$ cat src/rtl/coin_acceptor.sv
// coin_acceptor: measures synchronized coin-sensor pulse widths, classifies each
// coin into a currency code, queues accepted codes and strobes them out one at a
// time to the vending machine. Bad and jammed coins are returned via a reject strobe.
module coin_acceptor #(
   parameter int unsigned CURRENCIES = 8,
   parameter int unsigned PULSE_UNIT = 8,
   parameter int unsigned TOL        = 2,
   parameter int unsigned FIFO_DEPTH = 4
) (
   input  logic                              clk,
   input  logic                              i_rst_n,
   input  logic                              i_coin_sense,
   input  logic                              i_ready_to_receive,
   output logic [$clog2(CURRENCIES)-1:0]     o_currency_code,
   output logic                              o_currency_strobe,
   output logic                              o_reject_strobe,
   output logic                              o_jam,
   output logic                              o_accept_enable,
   output logic [$clog2(FIFO_DEPTH+1)-1:0]   o_fifo_count
);

   localparam int unsigned MAX_PULSE = (CURRENCIES + 1) * PULSE_UNIT;
   localparam int unsigned WW        = $clog2(MAX_PULSE + 1);
   localparam int unsigned CW        = $clog2(CURRENCIES);
   localparam int unsigned NW        = $clog2(FIFO_DEPTH + 1);
   localparam int unsigned AW        = $clog2(FIFO_DEPTH);

   typedef enum logic [1:0] {WAIT_LOW, IDLE, MEASURE, JAM} state_t;

   state_t          state, state_next;
   logic            sync1, s;
   logic [1:0]      warm;
   logic [WW-1:0]   w, w_next;
   logic            fall_evt, jam_release;
   logic            cls_valid;
   logic [CW-1:0]   cls_code;
   logic            pop, push, reject;
   logic [NW-1:0]   count_next;
   logic [AW-1:0]   rd_ptr, wr_ptr;
   logic [CW-1:0]   mem [FIFO_DEPTH];

   // Returns {valid, code} for a measured width; bands never overlap since PULSE_UNIT > 2*TOL.
   function automatic logic [CW:0] classify(input logic [WW-1:0] width);
      logic [CW:0]  r;
      int unsigned  nom;
      r = '0;
      for (int unsigned k = 0; k < CURRENCIES; k++) begin
         nom = (k + 1) * PULSE_UNIT;
         if ((32'(width) + TOL >= nom) && (32'(width) <= nom + TOL))
            r = {1'b1, CW'(k)};
      end
      return r;
   endfunction

   // Two-flop synchronizer; warm counts edges until s reflects post-reset sensor input.
   always_ff @(posedge clk) begin
      if (!i_rst_n) begin
         sync1 <= 1'b0;
         s     <= 1'b0;
         warm  <= 2'd0;
      end else begin
         sync1 <= i_coin_sense;
         s     <= sync1;
         if (warm != 2'd2)
            warm <= warm + 2'd1;
      end
   end

   // Measure FSM state and width counter registers.
   always_ff @(posedge clk) begin
      if (!i_rst_n) begin
         state <= WAIT_LOW;
         w     <= '0;
      end else begin
         state <= state_next;
         w     <= w_next;
      end
   end

   // Measure FSM next state: width counting, fall detection, jam entry/exit.
   always_comb begin
      state_next  = state;
      w_next      = w;
      fall_evt    = 1'b0;
      jam_release = 1'b0;
      case (state)
         WAIT_LOW: begin
            if ((warm == 2'd2) && !s)
               state_next = IDLE;
         end
         IDLE: begin
            if (s) begin
               w_next     = WW'(1);
               state_next = MEASURE;
            end
         end
         MEASURE: begin
            if (s) begin
               if (w != WW'(MAX_PULSE))
                  w_next = w + WW'(1);
               if (w_next == WW'(MAX_PULSE))
                  state_next = JAM;
            end else begin
               fall_evt   = 1'b1;
               state_next = IDLE;
            end
         end
         JAM: begin
            if (!s) begin
               jam_release = 1'b1;
               state_next  = IDLE;
            end
         end
         default: state_next = WAIT_LOW;
      endcase
   end

   // Classification, handshake pop, FIFO push/reject decision and next count.
   always_comb begin
      {cls_valid, cls_code} = classify(w);
      pop    = (o_fifo_count != '0) && i_ready_to_receive && !o_currency_strobe;
      push   = fall_evt && cls_valid && ((o_fifo_count != NW'(FIFO_DEPTH)) || pop);
      reject = jam_release || (fall_evt && !push);
      count_next = o_fifo_count;
      if (push && !pop)
         count_next = o_fifo_count + NW'(1);
      else if (!push && pop)
         count_next = o_fifo_count - NW'(1);
   end

   // Registered outputs and FIFO pointers.
   always_ff @(posedge clk) begin
      if (!i_rst_n) begin
         o_currency_code   <= '0;
         o_currency_strobe <= 1'b0;
         o_reject_strobe   <= 1'b0;
         o_jam             <= 1'b0;
         o_accept_enable   <= 1'b1;
         o_fifo_count      <= '0;
         rd_ptr            <= '0;
         wr_ptr            <= '0;
      end else begin
         o_currency_strobe <= pop;
         o_reject_strobe   <= reject;
         o_jam             <= (state_next == JAM);
         o_fifo_count      <= count_next;
         o_accept_enable   <= (count_next < NW'(FIFO_DEPTH));
         if (pop) begin
            o_currency_code <= mem[rd_ptr];
            rd_ptr          <= rd_ptr + AW'(1);
         end
         if (push)
            wr_ptr <= wr_ptr + AW'(1);
      end
   end

   // FIFO storage; contents are don't-care while the count is zero.
   always_ff @(posedge clk) begin
      if (i_rst_n && push)
         mem[wr_ptr] <= cls_code;
   end

endmodule

$ cat config.mk
export PLATFORM = sky130hd
export DESIGN_NAME = coin_acceptor
export DESIGN_NICKNAME = d
export VERILOG_FILES = /design/src/rtl/coin_acceptor.sv
export SDC_FILE = /design/constraint.sdc
export NUM_CORES = 1
export LEC_CHECK = 0
export BUFFER_PORTS_ARGS = -buffer_cell sky130_fd_sc_hd__buf_2
export CAP_MARGIN = 20
export CORE_MARGIN = 4
export CORE_UTILIZATION = 47
export DETAILED_ROUTE_END_ITERATION = 6
export PLACE_DENSITY = 0.72
export SKIP_LAST_GASP = 1
export SYNTH_ARGS = -nofsm -noshare
export SYNTH_HDL_FRONTEND = slang
export SYNTH_SLANG_ARGS = --single-unit
$ cat constraint.sdc
create_clock -name clk -period 7.25 [get_ports clk]
set_input_delay 1.0875 -clock clk [delete_from_list [all_inputs] [get_ports clk]]
set_output_delay 1.0875 -clock clk [all_outputs]
set_load 0.02 [all_outputs]
==> results of run 1 <==
-- Yosys cell counts (all sizes together) (2+ instances only) --
master  number
o211ai       2
a211oi       2
nor3         8
nand2b       6
o21a         2
mux2i        6
and3         9
o31ai        2
o21bai       2
a211o        3
a21oi       17
o21ai       12
nor2        12
xor2         2
nand3        8
xnor2        8
a21boi       4
ha          13
nand2       20
nor4         2
dfxtp       27
buf          6
edfxtp      12
o311a        2
mux4         3
and2        11
inv         12
nor2b       11
clkbuf      11
o221ai       2
or3          3
-- through the flow --
stage	hold slack (ns)	total power [W]	cells	setup WS [ns]
final	0.439	0.000580	340	4.31
after global routing	0.453	0.000616	340	4.11
after CTS	0.442	0.000587	340	4.31
after detailed placement	0.420	0.000406	332	4.32
after global placement	0.415	0.000402	332	4.43
after floorplan	0.412	0.000376	266	4.66
-- critical path, delay by kind of cell, from the launching register on --
kind	cells	cell delay (ns)
flops	1	0.51
fa+ha+maj	1	0.40
compound gates	2	0.73
simple gates	4	0.89
buf+inv	1	0.11
-- worst paths after layout --
kind	to	slack, ns	depth (start not counted)
setup / recovery	mem[0][2]	4.31	8
setup reg to reg	mem[0][2]	4.31	8
hold reg to reg	s	0.44	1
hold / removal	s	0.44	1
-- area by class of cell --
| class | instances | area (µm²) | share of cell area, % |
|---|---|---|---|
| multi-input combinational | 197 | 1450 | 54.3 |
| sequential | 39 | 901 | 33.8 |
| tap | 70 | 87.6 | 3.29 |
| clock buffer | 5 | 68.8 | 2.58 |
| timing repair buffer | 13 | 65.1 | 2.44 |
| inverter | 13 | 51.3 | 1.93 |
| clock inverter | 3 | 43.8 | 1.64 |
-- cells by family after synthesis --
family | after synthesis | share of synthesized area, %
XOR/XNOR | 10 | 3.54
multiplexers | 9 | 5.16
AO/OA/AOI/OAI | 68 | 20.9
AND/OR/NAND/NOR | 96 | 21.8
adder cells (fa/ha/maj) | 14 | 7.03
flip-flops | 39 | 36.4
buffers and inverters | 30 | 5.16
-- routing by layer --
layer	up-vias	GRT usage [%]	part of all wire, %
met1	898	19.6	46
met2	27	27.5	51
met4	0	3.55	0.84
li1	971	-	-
met3	6	3.36	2.4
met5	-	0	0
-- state kept, by name (all words and copies together), names as in the netlist, named ones only --
| register | cells |
|---|---|
| warm | 2 |
| o_fifo_count | 2 |
| wr_ptr | 2 |
| o_currency_strobe | 1 |
| w | 7 |
| o_reject_strobe | 1 |
| o_jam | 1 |
| s | 1 |
| o_accept_enable | 1 |
| state | 2 |
| o_currency_code | 3 |
| rd_ptr | 2 |
| sync1 | 1 |
| mem | 12 |
-- power by group through the flow --
stage                     Clock [W]  Sequential (W)  Combinational, W
after global routing       0.000195        0.000278          0.000143
after global placement            0        0.000277          0.000125
final                      0.000179        0.000272          0.000128
after detailed placement          0        0.000277          0.000129
after CTS                  0.000186        0.000272          0.000129
after floorplan                   0        0.000279         0.0000967
==> metrics.txt, run 1 <==
# TYPE chip_impl_metric gauge
chip_impl_metric{name="place.detailed.hpwl",unit="µm"} 3500
chip_impl_info{name="dominant_cell_type_by_area_after_synthesis",value="sky130_fd_sc_hd__dfxtp_1"} 1
chip_impl_info{name="dominant_cells_by_area_after_synthesis",value="sky130_fd_sc_hd__dfxtp_1 22%, sky130_fd_sc_hd__edfxtp_1 15%, sky130_fd_sc_hd__ha_1 6.6%"} 1
chip_impl_metric{name="post_dp_cell_area",unit="µm²"} 2550
chip_impl_metric{name="synth_area",unit="µm²"} 2470
chip_impl_metric{name="switching_share",unit="%"} 29.5
chip_impl_info{name="layout.cells.most_common",value="sky130_fd_sc_hd__dfxtp_1"} 1
chip_impl_metric{name="cp_data_arrival_time",unit="ns"} 2.93
chip_impl_metric{name="cts.sink_count",unit=""} 39
chip_impl_metric{name="place.gp.congestion",unit=""} 0.846
chip_impl_metric{name="crit_path_max_incr_delay",unit="ns"} 0.51
chip_impl_metric{name="drt_iter0_drc",unit=""} 94
chip_impl_metric{name="net_switching_power_figure",unit="W"} 0.000171
chip_impl_info{name="crit_path_start",value="w[2]"} 1
chip_impl_info{name="synthFlopType",value="sky130_fd_sc_hd__dfxtp_1"} 1
chip_impl_metric{name="drt_pass1_iterations",unit=""} 4
chip_impl_metric{name="wl_per_cell",unit="µm"} 13.9
chip_impl_metric{name="drive_above_1_share",unit="%"} 14.8
chip_impl_metric{name="fp-row-count",unit=""} 26
chip_impl_metric{name="power_leakage",unit="nW"} 1.05
chip_impl_info{name="timing.critical_path.from_type",value="flip-flop"} 1
chip_impl_info{name="path_cells",value="ha_1, nand3_1, or3_4, a2111oi_4, nor3_4, inv_4, o311a_2, and3_1"} 1
chip_impl_metric{name="overflow",unit=""} 0
chip_impl_metric{name="number_of_port_buffers",unit=""} 13
chip_impl_metric{name="numCtsBuffers",unit=""} 5
chip_impl_metric{name="wire_length_after_detailed_routing",unit="µm"} 4740
chip_impl_metric{name="num_io_pins",unit=""} 14
chip_impl_metric{name="slew_violations",unit=""} 0
chip_impl_metric{name="synthDistinctLibCells",unit=""} 68
chip_impl_metric{name="synth_edf_count",unit=""} 12
chip_impl_metric{name="cap_violations",unit=""} 0
chip_impl_metric{name="grt_start_max_net_pins",unit=""} 33
chip_impl_info{name="critical_path.endpoint_type",value="flip-flop"} 1
chip_impl_metric{name="cts_post_setup_buffers_inserted",unit=""} 0
chip_impl_info{name="layout.cells.most_common_list",value="27 x sky130_fd_sc_hd__dfxtp_1, 20 x sky130_fd_sc_hd__nand2_1, 17 x sky130_fd_sc_hd__a21oi_1, 13 x sky130_fd_sc_hd__ha_1, 13 x sky130_fd_sc_hd__buf_2"} 1
chip_impl_info{name="cts_tree",value="yes"} 1
chip_impl_metric{name="fill_cell_total_of_the_finished_layout",unit=""} 479
chip_impl_metric{name="clock_power_share",unit="%"} 31.0
chip_impl_metric{name="flow.area_growth_from_synthesis",unit="%"} 7.63
chip_impl_metric{name="initial_core_utilization",unit="%"} 48.5
chip_impl_metric{name="floorplan.die.width",unit="µm"} 80.6
chip_impl_info{name="min-delay-path-class",value="reg2reg"} 1
chip_impl_metric{name="core_region_area",unit="µm²"} 5110
chip_impl_metric{name="tightestPinTransition",unit="ns"} 0.794
chip_impl_metric{name="crit_path_max_fanout",unit=""} 10
chip_impl_metric{name="antenna_cells_inserted",unit=""} 0
chip_impl_info{name="worstSetupPathType",value="reg2reg"} 1
chip_impl_metric{name="warnings_from_yosys",unit=""} 0
chip_impl_metric{name="internal_power",unit="W"} 0.000409
chip_impl_metric{name="postLayoutCellArea",unit="µm²"} 2660
chip_impl_metric{name="worst-endpoint-required",unit="ns"} 7.24
chip_impl_metric{name="seqPwrFrac",unit="%"} 46.9
chip_impl_metric{name="slew_headroom",unit="%"} 46.6
chip_impl_info{name="hold_path.startpoint",value="sync1"} 1
chip_impl_metric{name="final.period_utilization",unit="%"} 40.6
chip_impl_metric{name="yosysSeqAreaShare",unit="%"} 36.4
chip_impl_metric{name="synth.ff_latch_count",unit=""} 39
chip_impl_info{name="timing.rr.start",value="w[2]"} 1
chip_impl_metric{name="power_per_cell_area",unit="nW/µm²"} 218
chip_impl_metric{name="final-setup-viol-count",unit=""} 0
chip_impl_metric{name="worst_ir_drop_vdd",unit="mV"} 0.130
chip_impl_metric{name="vias_in_the_first_global_route",unit=""} 1761
chip_impl_metric{name="finalHoldViolCount",unit=""} 0
chip_impl_metric{name="finalCoreUtilization",unit="%"} 52.2
chip_impl_info{name="status",value="complete, no violations"} 1
chip_impl_metric{name="clkLatencyLatePin",unit="ns"} 0.29
chip_impl_metric{name="vias",unit=""} 1902
chip_impl_metric{name="antenna_violating_nets_post_route",unit=""} 0
chip_impl_metric{name="antenna_violations_before_repair",unit=""} 0
chip_impl_metric{name="timing.setup.tns",unit="ns"} 0
chip_impl_metric{name="drc_errors_left",unit=""} 0
chip_impl_metric{name="groute.usage.overall",unit="%"} 15.7
chip_impl_metric{name="global_route_wire_length_before_repair",unit="µm"} 8130
chip_impl_metric{name="syn_inst",unit=""} 266
chip_impl_metric{name="nNetsFinal",unit=""} 286
chip_impl_metric{name="fmax",unit="MHz"} 340
chip_impl_metric{name="cts_resized",unit=""} 0
chip_impl_metric{name="cts.path.max_buffers",unit=""} 2
chip_impl_metric{name="via_count_normalized_by_instance_count",unit=""} 5.59
chip_impl_metric{name="synth.top_cell.area_share",unit="%"} 21.8
chip_impl_metric{name="clkTransAtPathRegs",unit="ns"} 0.08
chip_impl_info{name="rsz0062_at_grt",value="false"} 1
chip_impl_metric{name="syn_nets",unit=""} 283
chip_impl_metric{name="post_synth.cell_area_avg",unit="µm²"} 9.30
chip_impl_metric{name="chipHeight",unit="µm"} 80.6
chip_impl_metric{name="final.setup_skew",unit="ns"} 0.00768
chip_impl_metric{name="cts_hold_buf",unit=""} 0
chip_impl_metric{name="design.die.area",unit="µm²"} 6490
chip_impl_metric{name="power.share.combinational",unit="%"} 22.1
chip_impl_metric{name="cts.htree.levels",unit=""} 2
chip_impl_metric{name="postSynth.asyncResetShare",unit="%"} 0
chip_impl_metric{name="period_needed",unit="ns"} 2.94
chip_impl_info{name="slowest_cell_on_the_critical_path",value="sky130_fd_sc_hd__dfxtp_1"} 1
chip_impl_info{name="clock_tree.root_cell",value="sky130_fd_sc_hd__clkbuf_8"} 1
Power figures use the tool's default switching activity.
==> run 2: changes to the inputs <==
Clock period 7.25 ns to 2.8 ns, I/O delays scaled along.
==> run 2 against run 1 <==
Against the previous run: worst setup slack got worse by 4.2 ns; fmax rose by 9.2%; sequential share of layout area fell by 1.4 points; register-to-register slack got worse by 4.2 ns; largest cell class unchanged.
==> metrics.txt, run 2 (synthesized netlist as in run 1, its figures left out) <==
# TYPE chip_impl_metric gauge
chip_impl_info{name="status",value="complete, no violations"} 1
chip_impl_metric{name="antenna_violations_before_repair",unit=""} 0
chip_impl_metric{name="wl_per_cell",unit="µm"} 14.0
chip_impl_metric{name="largest_register_ff_count",unit=""} 12
chip_impl_metric{name="antenna_cells_inserted",unit=""} 0
chip_impl_info{name="slowest_cell_on_the_critical_path",value="sky130_fd_sc_hd__dfxtp_1"} 1
chip_impl_metric{name="cts.path.max_buffers",unit=""} 2
chip_impl_metric{name="crit_path_max_fanout",unit=""} 7
chip_impl_metric{name="fill_cell_total_of_the_finished_layout",unit=""} 459
chip_impl_metric{name="grt.met1_usage",unit="%"} 20.8
chip_impl_info{name="max_flop_register",value="mem"} 1
chip_impl_info{name="layout.cells.most_common_list",value="27 x sky130_fd_sc_hd__dfxtp_1, 20 x sky130_fd_sc_hd__nand2_1, 16 x sky130_fd_sc_hd__a21oi_1, 13 x sky130_fd_sc_hd__buf_2"} 1
chip_impl_info{name="hold_path.startpoint",value="i_coin_sense"} 1
chip_impl_metric{name="drive_above_1_share",unit="%"} 19.5
chip_impl_metric{name="cts.sink_count",unit=""} 39
chip_impl_info{name="grt_most_used_layer",value="met2"} 1
chip_impl_metric{name="antenna_violating_nets_post_route",unit=""} 0
chip_impl_metric{name="chipHeight",unit="µm"} 80.6
chip_impl_metric{name="final-setup-viol-count",unit=""} 0
chip_impl_metric{name="floorplan.die.width",unit="µm"} 80.6
chip_impl_metric{name="hold-path-cell-count",unit=""} 2
chip_impl_metric{name="clkLatencyLatePin",unit="ns"} 0.29
chip_impl_metric{name="groute.usage.overall",unit="%"} 16.5
chip_impl_metric{name="postLayoutCellArea",unit="µm²"} 2780
chip_impl_info{name="critical_path.endpoint_type",value="flip-flop"} 1
chip_impl_metric{name="vias_in_the_first_global_route",unit=""} 1828
chip_impl_metric{name="place.gp.congestion",unit=""} 0.848
chip_impl_metric{name="power_per_cell_area",unit="nW/µm²"} 545
chip_impl_metric{name="cts.htree.levels",unit=""} 2
chip_impl_metric{name="worst_ir_drop_vdd",unit="mV"} 0.338
chip_impl_metric{name="design.die.area",unit="µm²"} 6490
chip_impl_metric{name="grt_use_met2",unit="%"} 27.2
chip_impl_info{name="clock_tree.root_cell",value="sky130_fd_sc_hd__clkbuf_8"} 1
chip_impl_metric{name="nNetsFinal",unit=""} 298
chip_impl_metric{name="post_dp_cell_area",unit="µm²"} 2630
chip_impl_metric{name="initial_core_utilization",unit="%"} 48.5
chip_impl_metric{name="worst-endpoint-required",unit="ns"} 2.79
chip_impl_metric{name="numCtsBuffers",unit=""} 5
chip_impl_metric{name="via_count_normalized_by_instance_count",unit=""} 5.56
chip_impl_metric{name="timing.final.ws_setup",unit="ns"} 0.107
chip_impl_metric{name="drc_errors_left",unit=""} 0
chip_impl_metric{name="cp_data_arrival_time",unit="ns"} 2.69
chip_impl_metric{name="drt_iter0_drc",unit=""} 65
chip_impl_info{name="reg.largest.list",value="mem: 12 flops, w: 7 flops, o_currency_code: 3 flops"} 1
chip_impl_metric{name="met3_usage",unit="%"} 3.48
chip_impl_metric{name="final.period_utilization",unit="%"} 96.2
chip_impl_metric{name="slew_violations",unit=""} 0
chip_impl_metric{name="reg2reg_slack",unit="ns"} 0.11
chip_impl_metric{name="final.setup_skew",unit="ns"} 0.00571
chip_impl_info{name="layout.cells.most_common",value="sky130_fd_sc_hd__dfxtp_1"} 1
chip_impl_metric{name="timing.critical_path.buf_inv",unit=""} 1
chip_impl_metric{name="finalCoreUtilization",unit="%"} 54.3
chip_impl_info{name="rsz0062_at_grt",value="true"} 1
chip_impl_metric{name="period_needed",unit="ns"} 2.69
chip_impl_metric{name="place.detailed.hpwl",unit="µm"} 3620
chip_impl_metric{name="global_route_wire_length_before_repair",unit="µm"} 8460
chip_impl_metric{name="core_region_area",unit="µm²"} 5110
chip_impl_metric{name="reg2reg_depth",unit=""} 8
chip_impl_info{name="cts_tree",value="yes"} 1
chip_impl_info{name="regToRegEndpoint",value="mem[1][1]"} 1
chip_impl_metric{name="design_power_total",unit="W"} 0.00151
chip_impl_metric{name="tightestPinTransition",unit="ns"} 0.680
chip_impl_info{name="worst_hold_path.endpoint",value="sync1"} 1
chip_impl_info{name="worstSetupPathType",value="reg2reg"} 1
chip_impl_metric{name="finalHoldViolCount",unit=""} 0
chip_impl_metric{name="wire_length_after_detailed_routing",unit="µm"} 4920
chip_impl_metric{name="num_io_pins",unit=""} 14
chip_impl_metric{name="vias",unit=""} 1957
chip_impl_metric{name="slew_headroom",unit="%"} 54.2
chip_impl_metric{name="fmax",unit="MHz"} 371
chip_impl_info{name="timing.critical_path.from_type",value="flip-flop"} 1
chip_impl_info{name="timing.rr.start",value="w[1]"} 1
chip_impl_info{name="cpLargestDelayFamily",value="compound AO/OA/AOI/OAI gates"} 1
chip_impl_metric{name="timing.setup.tns",unit="ns"} 0
chip_impl_metric{name="power_leakage",unit="nW"} 1.12
chip_impl_metric{name="placement.setup.worst_slack",unit="ns"} 0.0254
chip_impl_info{name="min-delay-path-class",value="in2reg"} 1
chip_impl_metric{name="grt_start_max_net_pins",unit=""} 33
chip_impl_metric{name="fp-row-count",unit=""} 26
chip_impl_metric{name="cts_hold_buf",unit=""} 0
chip_impl_metric{name="number_of_port_buffers",unit=""} 13
chip_impl_metric{name="flow.area_growth_from_synthesis",unit="%"} 12.1
chip_impl_metric{name="clkTransAtPathRegs",unit="ns"} 0.08
chip_impl_metric{name="overflow",unit=""} 0
chip_impl_metric{name="crit_path_max_incr_delay",unit="ns"} 0.42
chip_impl_info{name="path_cells",value="buf_4, ha_1, nand2b_1, a211o_1, a221o_1, a21boi_4, o311a_2, and3_1"} 1
chip_impl_metric{name="drt_pass1_iterations",unit=""} 7
chip_impl_metric{name="cap_violations",unit=""} 0
run 2: stage by stage:
step | hold slack, ns | cells
after floorplan | 0.412 | 266
after global placement | 0.417 | 343
after detailed placement | 0.425 | 343
after CTS | 0.323 | 351
after global routing | 0.335 | 352
final | 0.332 | 352
run 2: where the power goes:
group / leakage [nW] / total [W] / switching [W] / internal [W]
combinational: 0.730 / 0.000358 / 0.000194 / 0.000164
sequential: 0.333 / 0.000688 / 0.0000519 / 0.000637
clock: 0.0581 / 0.000465 / 0.000200 / 0.000265
run 2: worst max path at each step:
stage	from	to	slack, ns	depth (start not counted)
after floorplan	w[1]	mem[0][0]	0.21	9
after global placement	w[1]	mem[3][0]	0.11	8
after detailed placement	w[1]	mem[1][1]	0.03	8
after CTS	w[1]	mem[1][1]	0.005	8
after global routing	w[1]	mem[1][2]	-0.007	8
final	w[1]	mem[1][1]	0.11	8
run 2: worst reg2reg max path, cell delays in order, from the launching register on:
cell,delay (ns)
sky130_fd_sc_hd__dfxtp_1,0.42
sky130_fd_sc_hd__buf_4,0.17
sky130_fd_sc_hd__ha_1,0.14
sky130_fd_sc_hd__nand2b_1,0.13
sky130_fd_sc_hd__a211o_1,0.36
sky130_fd_sc_hd__a221o_1,0.40
sky130_fd_sc_hd__a21boi_4,0.22
sky130_fd_sc_hd__o311a_2,0.29
sky130_fd_sc_hd__and3_1,0.26
run 2: timing repair:
item | in CTS | in global routing
setup buffers | 0 | 1
setup endpoints to repair | 0 | 17
resized for setup | 0 | 4
run 2: layout make-up:
type / instances / area [µm²] / share of cell area (%)
Multi-Input combinational cell: 197 / 1470 / 52.9
Sequential cell: 39 / 901 / 32.5
Clock inverter: 3 / 43.8 / 1.58
Tap cell: 70 / 87.6 / 3.16
Timing Repair Buffer: 25 / 155 / 5.59
Inverter: 13 / 51.3 / 1.85
Clock buffer: 5 / 68.8 / 2.48
run 2: per-layer routing:
layer  routed length, µm  up-vias
met3                 158        8
met5                   0        -
li1                    -      998
met1                2220      917
met2                2450       34
met4                  89        0
==> run 3: changes to the inputs <==
Settings changed: BUFFER_PORTS_ARGS -buffer_cell sky130_fd_sc_hd__buf_2 to -buffer_cell sky130_fd_sc_hd__buf_4, CORE_ASPECT_RATIO set to 0.75.
==> run 3 against run 2 <==
Against the previous run: clock skew up 0.0023 ns; sequential power up 3.2%; final cell count unchanged; via count up 0.61%; critical path depth down 1; total power up 3.1%; combinational power about the same; sequential share of layout area down 0.39 points; fmax up 3.9%; utilization up 2.2 points; first-iteration DRC count up 120%; critical path type unchanged; critical endpoint is now mem[2][1]; highest routed layer unchanged.
==> metrics.txt, run 3 (synthesized netlist as in run 1, its figures left out) <==
# TYPE chip_impl_metric gauge
chip_impl_metric{name="net_switching_power_figure",unit="W"} 0.000475
chip_impl_metric{name="floorplan.die.width",unit="µm"} 91.8
chip_impl_metric{name="power.share.combinational",unit="%"} 22.9
chip_impl_metric{name="nNetsFinal",unit=""} 296
chip_impl_info{name="cpLargestDelayFamily",value="simple AND/OR/NAND/NOR gates"} 1
chip_impl_metric{name="cts.sink_count",unit=""} 39
chip_impl_metric{name="wire_length_after_detailed_routing",unit="µm"} 5230
chip_impl_info{name="path_cells",value="nand3_1, or3_4, a2111oi_4, nor3_4, inv_4, o311a_4, and3_1"} 1
chip_impl_metric{name="core_region_area",unit="µm²"} 4980
chip_impl_info{name="status",value="complete, no violations"} 1
chip_impl_metric{name="via_count_normalized_by_instance_count",unit=""} 5.59
chip_impl_metric{name="post_dp_cell_area",unit="µm²"} 2660
chip_impl_metric{name="place.gp.congestion",unit=""} 0.860
chip_impl_metric{name="initial_core_utilization",unit="%"} 49.7
chip_impl_metric{name="clkTransAtPathRegs",unit="ns"} 0.08
chip_impl_metric{name="finalCoreUtilization",unit="%"} 56.5
chip_impl_metric{name="fmax",unit="MHz"} 386
chip_impl_metric{name="drive_above_1_share",unit="%"} 19.3
chip_impl_metric{name="tightestPinTransition",unit="ns"} 0.728
chip_impl_info{name="reg.largest.list",value="mem: 12 flops, w: 7 flops, o_currency_code: 3 flops"} 1
chip_impl_metric{name="antenna_cells_inserted",unit=""} 0
chip_impl_metric{name="finalHoldViolCount",unit=""} 0
chip_impl_metric{name="clock_power_share",unit="%"} 31.6
chip_impl_metric{name="cap_violations",unit=""} 0
chip_impl_info{name="timing.critical_path.from_type",value="flip-flop"} 1
chip_impl_metric{name="global_route_wire_length_before_repair",unit="µm"} 8850
chip_impl_metric{name="power_per_cell_area",unit="nW/µm²"} 553
chip_impl_metric{name="flow.area_growth_from_synthesis",unit="%"} 13.8
chip_impl_metric{name="cp_data_arrival_time",unit="ns"} 2.60
chip_impl_metric{name="postLayoutCellArea",unit="µm²"} 2820
chip_impl_info{name="critical_path.endpoint_type",value="flip-flop"} 1
chip_impl_metric{name="fp-row-count",unit=""} 22
chip_impl_info{name="min-delay-path-class",value="in2reg"} 1
chip_impl_info{name="worstSetupPathType",value="reg2reg"} 1
chip_impl_metric{name="antenna_violations_before_repair",unit=""} 0
chip_impl_metric{name="clkLatencyLatePin",unit="ns"} 0.30
chip_impl_metric{name="wl_per_cell",unit="µm"} 14.9
chip_impl_metric{name="vias_in_the_first_global_route",unit=""} 1784
chip_impl_metric{name="timing.critical_path.buf_inv",unit=""} 1
chip_impl_metric{name="grt_start_max_net_pins",unit=""} 33
chip_impl_info{name="layout.cells.most_common_list",value="25 x sky130_fd_sc_hd__dfxtp_1, 23 x sky130_fd_sc_hd__buf_4, 20 x sky130_fd_sc_hd__nand2_1, 17 x sky130_fd_sc_hd__a21oi_1"} 1
chip_impl_metric{name="final.setup_skew",unit="ns"} 0.00801
chip_impl_info{name="cts_tree",value="yes"} 1
chip_impl_info{name="clock_tree.root_cell",value="sky130_fd_sc_hd__clkbuf_8"} 1
chip_impl_metric{name="final-setup-viol-count",unit=""} 0
chip_impl_metric{name="switching_share",unit="%"} 30.5
chip_impl_metric{name="num_io_pins",unit=""} 14
chip_impl_metric{name="place.detailed.hpwl",unit="µm"} 3750
chip_impl_metric{name="number_of_port_buffers",unit=""} 13
chip_impl_metric{name="cts.path.max_buffers",unit=""} 2
chip_impl_metric{name="seqPwrFrac",unit="%"} 45.6
chip_impl_info{name="max_flop_register",value="mem"} 1
chip_impl_metric{name="power_leakage",unit="nW"} 1.11
chip_impl_metric{name="cts.htree.levels",unit=""} 2
chip_impl_metric{name="numCtsBuffers",unit=""} 5
chip_impl_metric{name="worst_ir_drop_vdd",unit="mV"} 0.443
chip_impl_metric{name="antenna_violating_nets_post_route",unit=""} 0
chip_impl_metric{name="fin_hold_ws",unit="ns"} 0.321
chip_impl_metric{name="groute.usage.overall",unit="%"} 17.0
chip_impl_info{name="layout.cells.most_common",value="sky130_fd_sc_hd__dfxtp_1"} 1
chip_impl_metric{name="drt_iter0_drc",unit=""} 143
chip_impl_metric{name="slew_violations",unit=""} 0
chip_impl_info{name="rsz0062_at_grt",value="false"} 1
chip_impl_metric{name="drt_pass1_iterations",unit=""} 4
chip_impl_metric{name="worst-endpoint-required",unit="ns"} 2.81
chip_impl_metric{name="largest_register_ff_count",unit=""} 12
chip_impl_info{name="slowest_cell_on_the_critical_path",value="sky130_fd_sc_hd__dfxtp_1"} 1
chip_impl_metric{name="vias",unit=""} 1969
chip_impl_metric{name="timing.setup.tns",unit="ns"} 0
chip_impl_metric{name="final.period_utilization",unit="%"} 92.5
chip_impl_metric{name="drc_errors_left",unit=""} 0
chip_impl_metric{name="crit_path_max_incr_delay",unit="ns"} 0.56
chip_impl_metric{name="overflow",unit=""} 0
chip_impl_metric{name="design.die.area",unit="µm²"} 6500
chip_impl_metric{name="crit_path_max_fanout",unit=""} 12
chip_impl_metric{name="period_needed",unit="ns"} 2.59
chip_impl_metric{name="slew_headroom",unit="%"} 50.9
chip_impl_metric{name="internal_power",unit="W"} 0.00108
chip_impl_metric{name="chipHeight",unit="µm"} 70.8
==> run 3: cell count changes in the layout (fill, tap and decap cells not counted), moves of 2 or more <==
cell	previous run	this run
sky130_fd_sc_hd__buf_2	13	0
sky130_fd_sc_hd__buf_4	12	23
sky130_fd_sc_hd__dfxtp_1	27	25
sky130_fd_sc_hd__dfxtp_2	0	2
==> run 3: repair_timing <==
item	CTS	global route
pin swaps	0	1
hold buffers	0	0
setup buffers	0	0
gates resized for setup	1	6
endpoints found under the setup margin	12	17
==> run 3: path summary, 6_finish.rpt <==
path,start,endpoint,slack (ns),cells after the start
setup / recovery,w[3],mem[2][1],0.21,7
hold / removal,i_coin_sense,sync1,0.32,2
setup reg to reg,w[3],mem[2][1],0.21,7
hold reg to reg,sync1,s,0.45,1
==> run 3: worst reg2reg max path: cells and delay by family, from the launching register on <==
| family | cells | cell delay, ns |
|---|---|---|
| simple gates | 4 | 0.90 |
| compound gates | 2 | 0.72 |
| flops | 1 | 0.56 |
| buf+inv | 1 | 0.12 |
==> run 3: layer usage <==
metal	global-route usage (%)	wire length, µm
met5	0	0
met2	23.7	2210
met4	4.45	65
met3	4.68	309
met1	25.7	2650
==> run 3: area by class of cell <==
cell class | instances | area (µm²)
Timing Repair Buffer | 23 | 173
Clock inverter | 3 | 46.3
Clock buffer | 5 | 68.8
Inverter | 13 | 51.3
Fill cell | 434 | 2170
Tap cell | 72 | 90.1
Multi-Input combinational cell | 197 | 1480
Sequential cell | 39 | 903
==> run 3: stage by stage <==
stage	instances	total power [W]	setup slack, ns
4_1_cts	352	0.00157	0.0394
3_5_place_dp	344	0.00107	-0.00302
2_1_floorplan	266	0.000974	0.209
3_3_place_gp	344	0.00107	0.108
6_report	352	0.00156	0.209
5_1_grt	352	0.00164	0.0393
==> run 3: power groups by stage <==
stage | logic (W) | clock network (W) | registers [W]
after floorplan | 0.000250 | 0 | 0.000724
after global placement | 0.000349 | 0 | 0.000719
after detailed placement | 0.000354 | 0 | 0.000720
after CTS | 0.000356 | 0.000503 | 0.000709
after global routing | 0.000393 | 0.000521 | 0.000721
final | 0.000357 | 0.000492 | 0.000710
